[src/rtl/restador_inverso_if.sv]
// Request/result bundle for the bit-serial subtractor inverse.
// The requester drives start and the operand triple; the unit returns status and the rebuilt minuend.
interface restador_inverso_if #(
  parameter int BITS = 4
);
  logic            start;
  logic [BITS-1:0] num2;
  logic [BITS-1:0] res;
  logic            flag;
  logic            busy;
  logic            done;
  logic [BITS-1:0] num1_out;
  logic            invalid;

  modport master (
    output start, num2, res, flag,
    input  busy, done, num1_out, invalid
  );

  modport slave (
    input  start, num2, res, flag,
    output busy, done, num1_out, invalid
  );
endinterface

[src/rtl/restador_inverso.sv]
// Rebuilds num1 from (num2, res, flag) as num2 + X + 1, one bit per clock, LSB first.
// done pulses BITS+1 edges after start is accepted; start is ignored while busy.
module restador_inverso #(
  parameter int BITS = 4
) (
  input  logic               clk,
  input  logic               rst_n,
  restador_inverso_if.slave  bus
);
  localparam int CW = $clog2(BITS + 1);
  localparam logic [CW-1:0] LAST = CW'(BITS - 1);

  typedef enum logic [1:0] {IDLE, CALC, DONE} state_e;

  state_e          state_q, state_d;
  logic [BITS-1:0] a_q, a_d;
  logic [BITS-1:0] x_q, x_d;
  logic [BITS-1:0] r_q, r_d;
  logic [BITS-1:0] num1_q, num1_d;
  logic [CW-1:0]   cnt_q, cnt_d;
  logic            c_q, c_d;
  logic            flag_q, flag_d;
  logic            inv_q, inv_d;
  logic            done_q, done_d;
  logic            sum_bit;
  logic            carry_bit;

  // Full adder on the current LSBs; carry starts at 1 to form num2 + X + 1.
  assign sum_bit   = a_q[0] ^ x_q[0] ^ c_q;
  assign carry_bit = (a_q[0] & x_q[0]) | (a_q[0] & c_q) | (x_q[0] & c_q);

  always_comb begin
    state_d = state_q;
    a_d     = a_q;
    x_d     = x_q;
    r_d     = r_q;
    num1_d  = num1_q;
    cnt_d   = cnt_q;
    c_d     = c_q;
    flag_d  = flag_q;
    inv_d   = inv_q;
    done_d  = 1'b0;
    case (state_q)
      IDLE: begin
        if (bus.start) begin
          a_d     = bus.num2;
          x_d     = bus.flag ? bus.res : ~bus.res;
          flag_d  = bus.flag;
          c_d     = 1'b1;
          cnt_d   = '0;
          state_d = CALC;
        end
      end
      CALC: begin
        r_d   = {sum_bit, r_q[BITS-1:1]};
        c_d   = carry_bit;
        a_d   = {1'b0, a_q[BITS-1:1]};
        x_d   = {1'b0, x_q[BITS-1:1]};
        cnt_d = cnt_q + CW'(1);
        if (cnt_q == LAST) begin
          state_d = DONE;
        end
      end
      DONE: begin
        // Final carry equal to the flag means the triple cannot come from the forward subtractor.
        num1_d  = r_q;
        inv_d   = (c_q == flag_q);
        done_d  = 1'b1;
        state_d = IDLE;
      end
      default: state_d = IDLE;
    endcase
  end

  always_ff @(posedge clk or negedge rst_n) begin
    if (!rst_n) begin
      state_q <= IDLE;
      a_q     <= '0;
      x_q     <= '0;
      r_q     <= '0;
      num1_q  <= '0;
      cnt_q   <= '0;
      c_q     <= 1'b0;
      flag_q  <= 1'b0;
      inv_q   <= 1'b0;
      done_q  <= 1'b0;
    end else begin
      state_q <= state_d;
      a_q     <= a_d;
      x_q     <= x_d;
      r_q     <= r_d;
      num1_q  <= num1_d;
      cnt_q   <= cnt_d;
      c_q     <= c_d;
      flag_q  <= flag_d;
      inv_q   <= inv_d;
      done_q  <= done_d;
    end
  end

  assign bus.busy     = (state_q != IDLE);
  assign bus.done     = done_q;
  assign bus.num1_out = num1_q;
  assign bus.invalid  = inv_q;
endmodule
[src/flat_wrapper.sv]
// flat-port wrapper written by rule: the top's interface ports become plain ports
module restador_inverso_flat 
#(
  parameter int BITS = 4
)
  (clk, rst_n, bus_start, bus_num2, bus_res, bus_flag, bus_busy, bus_done, bus_num1_out, bus_invalid);
  restador_inverso_if #(.BITS(BITS)) bus_i ();
  input  logic clk;
  input  logic rst_n;
  input wire logic [$bits(bus_i.start)-1:0] bus_start;
  input wire logic [$bits(bus_i.num2)-1:0] bus_num2;
  input wire logic [$bits(bus_i.res)-1:0] bus_res;
  input wire logic [$bits(bus_i.flag)-1:0] bus_flag;
  output wire logic [$bits(bus_i.busy)-1:0] bus_busy;
  output wire logic [$bits(bus_i.done)-1:0] bus_done;
  output wire logic [$bits(bus_i.num1_out)-1:0] bus_num1_out;
  output wire logic [$bits(bus_i.invalid)-1:0] bus_invalid;
  assign bus_i.start = bus_start;
  assign bus_i.num2 = bus_num2;
  assign bus_i.res = bus_res;
  assign bus_i.flag = bus_flag;
  assign bus_busy = bus_i.busy;
  assign bus_done = bus_i.done;
  assign bus_num1_out = bus_i.num1_out;
  assign bus_invalid = bus_i.invalid;
  restador_inverso #(.BITS(BITS)) u_core (.clk(clk), .rst_n(rst_n), .bus(bus_i));
endmodule
[config.mk]
export PLATFORM = sky130hd
export DESIGN_NAME = restador_inverso_flat
export DESIGN_NICKNAME = d
export VERILOG_FILES = /design/src/rtl/restador_inverso_if.sv /design/src/rtl/restador_inverso.sv /design/src/flat_wrapper.sv
export SDC_FILE = /design/constraint.sdc
export NUM_CORES = 1
export LEC_CHECK = 0
export BUFFER_PORTS_ARGS = -buffer_cell sky130_fd_sc_hd__buf_2
export CAP_MARGIN = 15
export CORE_MARGIN = 2
export CORE_UTILIZATION = 49
export DETAILED_ROUTE_END_ITERATION = 10
export GPL_TIMING_DRIVEN = 0
export PLACE_DENSITY = 0.71
export SYNTH_ARGS = -nofsm -noshare
export SYNTH_HDL_FRONTEND = slang
export SYNTH_SLANG_ARGS = --single-unit
export TNS_END_PERCENT = 1
[constraint.sdc]
create_clock -name clk -period 1.5 [get_ports clk]
set_input_delay 0.3 -clock clk [delete_from_list [all_inputs] [get_ports clk]]
set_output_delay 0.3 -clock clk [all_outputs]
set_load 0.02 [all_outputs]
# Word-level counts from Yosys, hierarchy flattened
# Index checks and enable logic that the tools add are counted.
# totals
register_bits,25
latchBits,0
mem_bits_rw,0
mem_bits_ro,0
input_bits,12
elab_cells,44
n_memories,0
# op_classes
addsub,1
n_mul,0
div_mod_pow,0
magnitude_cmp,0
eq_ne,6
shift,0
n_mux,13
bitwise,8
reduce_logical,6
# ops
op,count
$pmux 4 s2,2
$mux 4,3
$pmux 3 s2,1
$reduce_and 2->1,3
$mux 2,2
$not 4->4,1
$pmux 2 s2,1
$reduce_bool 2->1,2
$add 3x1->3 const B,1
$and 1x1->1,3
$eq 3x2->1 const B,1
$mux 3,1
$eq 2x1->1 const B,1
$eq 2x2->1 const B,1
$logic_not 2->1,1
$mux 1,2
$ne 2x1->1 const B,1
$ne 2x2->1 const B,1
$or 1x1->1,2
$pmux 1 s2,1
$xor 1x1->1,2
$eq 1x1->1,1

# Logic depth before layout (Yosys ltp)
# depth
word_depth,4
depth_mapped,5

# Worst setup path before layout
# Ideal clock, no wire load.
# synth_timing
path_kind,register to register
from,reg u_core.state_q[1]
to,reg u_core.cnt_q[2]
arrival_time_ps,1128
setup_slack_ps,239
path_stages_with_launch,6
path_buffers,2
path_cell_list,dfrtp_1 -> buf_6 -> or3b_4 -> buf_6 -> nand3_1 -> o21ai_0
# synth_between
elab_chain_cells,3
elab_cells_between_ends,6
# synth_rtl
item,line,source
from (decl),restador_inverso.sv:15,"state_e state_q, state_d;"
from (signal assigned),restador_inverso.sv:88,state_q <= state_d;
$eq 2x1->1 / $logic_not 2->1 (equally long branches),restador_inverso.sv:43,case (state_q)
$reduce_bool 2->1 (no line) / $ne 2x2->1 (equally long branches),--,
$reduce_and 2->1 (no line),--,
to (signal assigned),restador_inverso.sv:93,cnt_q <= cnt_d;
to (decl),restador_inverso.sv:20,"logic [CW-1:0] cnt_q, cnt_d;"
# Parallel ways exist; a longest one is shown, timed or not.
# A chain may end at the register's enable or synchronous reset.

# Worst setup path after layout
# layout_timing
from,reg u_core.state_q[1]
to,reg u_core.x_q[1]
# layout_between
elab_chain_cells,3
elab_cells_between_ends,6
# layout_rtl
item,line,source
$eq 2x1->1 / $logic_not 2->1 (equally long branches),restador_inverso.sv:43,
$reduce_bool 2->1 (no line) / $ne 2x2->1 (equally long branches),--,
$reduce_and 2->1 (no line),--,
to (signal assigned),restador_inverso.sv:79,x_q <= '0;
to (signal assigned),restador_inverso.sv:90,x_q <= x_d;
to (decl),restador_inverso.sv:17,"logic [BITS-1:0] x_q, x_d;"
# Parallel ways exist; a longest one is shown, timed or not.

==> impl_metrics.json <==
{
  "status": "completed",
  "io_buffers": 17,
  "die_height_um": 51.9,
  "synth_cell_type_count": 25,
  "worst-path-buf-inv": 3,
  "endpoint_kind": "register",
  "clk_pin_slew_worst_paths_ns": 0.12,
  "clkSinkCount": 25,
  "fp.dieW_um": 51.9,
  "synth_warnings": 0,
  "synthTopCellsByArea": "dfrtp_1, nand2_1, mux2_2",
  "finalMaxSlewViolations": 0,
  "crit_path_frequent_cell": "buf_6",
  "arrival_ns": 1.73,
  "finalCritPeriodShare_pct": 98.5,
  "grt_pass1_vias": 791,
  "route.detailed.drc": 0,
  "tns_ns": 0,
  "grt_overflow": 0,
  "synthesis.instances": 102,
  "syn_area_sq_um": 1120,
  "finalPower_mw": 2.62,
  "postRouteWirelength_mm": 2.01,
  "firstDrtPassIters": 4,
  "grt_pass1_wl_mm": 3.43,
  "start_kind": "register",
  "crit_chain": "buf_6 > buf_6 > or3b_4 > buf_8 > nor2_2 > a221o_1",
  "worstMarginPinSlew_ns": 0.542,
  "post-dp-hpwl_mm": 1.40,
  "critPathRequiredTime_ns": 1.75,
  "ys_seq_area_share_pct": 55.7,
  "area_growth_pct": 19.5,
  "setup.worst_path.class": "reg -> reg",
  "ctsLongestPathBuffers": 2,
  "rsz0062_at_grt": "yes",
  "crit_slowest_cell": "or3b_4",
  "cpLargestDelayFamily": "simple AND/OR/NAND/NOR gates",
  "fin_skew_ns": 0.00131,
  "drt-met1-wl_um": 902,
  "worst_slack_ns": 0.0229,
  "cap_violations": 0,
  "dieArea_sq_um": 2690,
  "cts_tree": "built",
  "pre_cts_ws_ns": 0.158,
  "p_leak_nw": 0.668,
  "grt_antenna_before_repair": 0,
  "cts_buffers": 3,
  "setup_viol": 0,
  "first_iter_violations": 2,
  "period_needed_ns": 1.48,
  "syn_area_per_cell_sq_um": 11.0,
  "ios": 19,
  "ys_seq_elements": 25,
  "fin_nets": 143,
  "met2WireLength_um": 986,
  "slowest_delay_ns": 0.43,
  "antenna_cells": 0,
  "cts.htree.levels": 1,
  "max_freq_mhz": 677,
  "vias": 791,
  "track_usage_pct": 17.8,
  "grt_max_degree": 26,
  "clk-insertion-delay-late_ns": 0.31,
  "initial_core_util_pct": 51.2,
  "rows": 17,
  "cts_root_buf": "clkbuf_4",
  "worstPathMaxFanout": 9,
  "min_path_type": "in -> reg",
  "slew_headroom_pct": 63.8,
  "top_layer_used": "met4",
  "final-hold-violation-count": 0,
  "ir_drop_v": 0.00102,
  "viasPerCell": 5.10,
  "fin_util_pct": 61.2,
  "wl_per_cell_um": 13.0,
  "power_density_nw_per_um2": 1950,
  "drive_gt1_share_pct": 30.7,
  "antenna_left": 0,
  "hold_slack_ns": 0.205,
  "syn_nets": 117,
  "core_area_sq_um": 2190,
  "synth_top_cell_by_area": "dfrtp_1",
  "dr_wl_met3_um": 70,
  "synth_top_area_share_pct": 55.7,
  "place_congestion": 0.733
}
-- report_power, final --
group,switching (mW),internal (mW),leakage (nW)
clock network,0.184,0.104,0.0150
logic,0.626,0.549,0.339
registers,0.185,0.970,0.314
total,0.994,1.62,0.668
-- flip-flops by register name (all words and copies together), names as in the netlist --
signal	count
u_core.a_q	4
u_core.bus.num1_out	4
u_core.r_q	4
u_core.x_q	4
u_core.cnt_q	3
u_core.state_q	2
u_core.bus.done	1
u_core.bus.invalid	1
u_core.c_q	1
u_core.flag_q	1
-- per-layer routing --
| layer | up-vias | global-route usage, % |
|---|---|---|
| met5 | - | 0 |
| met4 | 0 | 11.0 |
| met2 | 17 | 28.3 |
| li1 | 392 | - |
| met3 | 6 | 2.59 |
| met1 | 376 | 22.8 |
-- cell families (layout without fill, tap and decap cells) --
logic type / count (synthesis) / in the layout / share of synthesized area [%]
AOI/OAI and AO/OA: 20 / 20 / 11.1
DFF: 25 / 25 / 55.7
buffers and inverters: 9 / 34 / 4.68
muxes: 5 / 5 / 5.02
xor gates and xnor gates: 5 / 5 / 3.90
and+or+nand+nor: 35 / 35 / 15.5
adders and majority gates: 3 / 3 / 4.01
-- placed cells by master (no fill, tap or decap), drive strengths merged --
cell         instances
mux2                 5
inv                  3
a21oi                4
xor2                 5
nor2                 5
o21bai               1
ha                   2
o21ai                9
nand2               16
nand2b               2
clkbuf               6
buf                 24
dlygate4sd3          1
or3b                 1
fa                   1
or2                  1
dfrtp               25
and2b                2
nand3                4
a221o                3
nor2b                3
a22oi                3
and2                 1
-- worst paths after layout --
check / from / slack (ns) / end / depth (start not counted)
worst min-delay path: bus_num2[3] / 0.21 / u_core.a_q[3]$_DFFE_PN0P_ / 3
min in group asynchronous: rst_n / 0.50 / u_core.bus.num1_out[3]$_DFFE_PN0P_ / 2
worst max register to register: u_core.state_q[1]$_DFFE_PN0P_ / 0.02 / u_core.x_q[1]$_DFFE_PN0P_ / 6
max in group asynchronous: rst_n / 0.62 / u_core.state_q[0]$_DFFE_PN0P_ / 2
worst min register to register: u_core.r_q[0]$_DFFE_PN0P_ / 0.49 / u_core.r_q[0]$_DFFE_PN0P_ / 2
worst max-delay path: u_core.state_q[1]$_DFFE_PN0P_ / 0.02 / u_core.x_q[1]$_DFFE_PN0P_ / 6
-- worst register-to-register path, stage by stage, from the launching register on --
cell,delay (ns)
dfrtp_1,0.40
buf_6,0.12
buf_6,0.12
or3b_4,0.43
buf_8,0.15
nor2_2,0.10
a221o_1,0.11
-- synthesized netlist by cell type (all sizes together) --
cell,n
a22oi,3
clkbuf,1
a21oi,4
mux2,5
or3b,1
nand3,4
o21ai,9
nand2,16
o21bai,1
and2b,2
nor2,5
nand2b,2
xor2,5
inv,3
buf,5
dfrtp,25
a221o,3
or2,1
and2,1
fa,1
nor2b,3
ha,2
-- repair_timing --
item,in CTS,in global routing
hold buffers,1,0
endpoints found under the hold margin,25,0
setup buffers,2,0
gates resized for setup,4,5
pin swaps,0,2
cloned,0,1
setup endpoints to repair,1,9
-- area by class of cell --
type / count / area [sq um]
timing repair buffer: 21 / 145
fill: 182 / 850
inverter: 3 / 11.3
multi-input combinational: 68 / 452
buffer: 6 / 45.0
tap: 28 / 35.0
sequential: 25 / 627
clock buffer: 4 / 26.3
-- metrics by stage --
| stage | cells | cell area [sq um] |
|---|---|---|
| CTS | 154 | 1300 |
| detailed placement | 147 | 1240 |
| finish | 155 | 1340 |
| global route | 155 | 1340 |
| floorplan | 102 | 1120 |
| global placement | 147 | 1240 |
(Power assumes the default switching activity.)
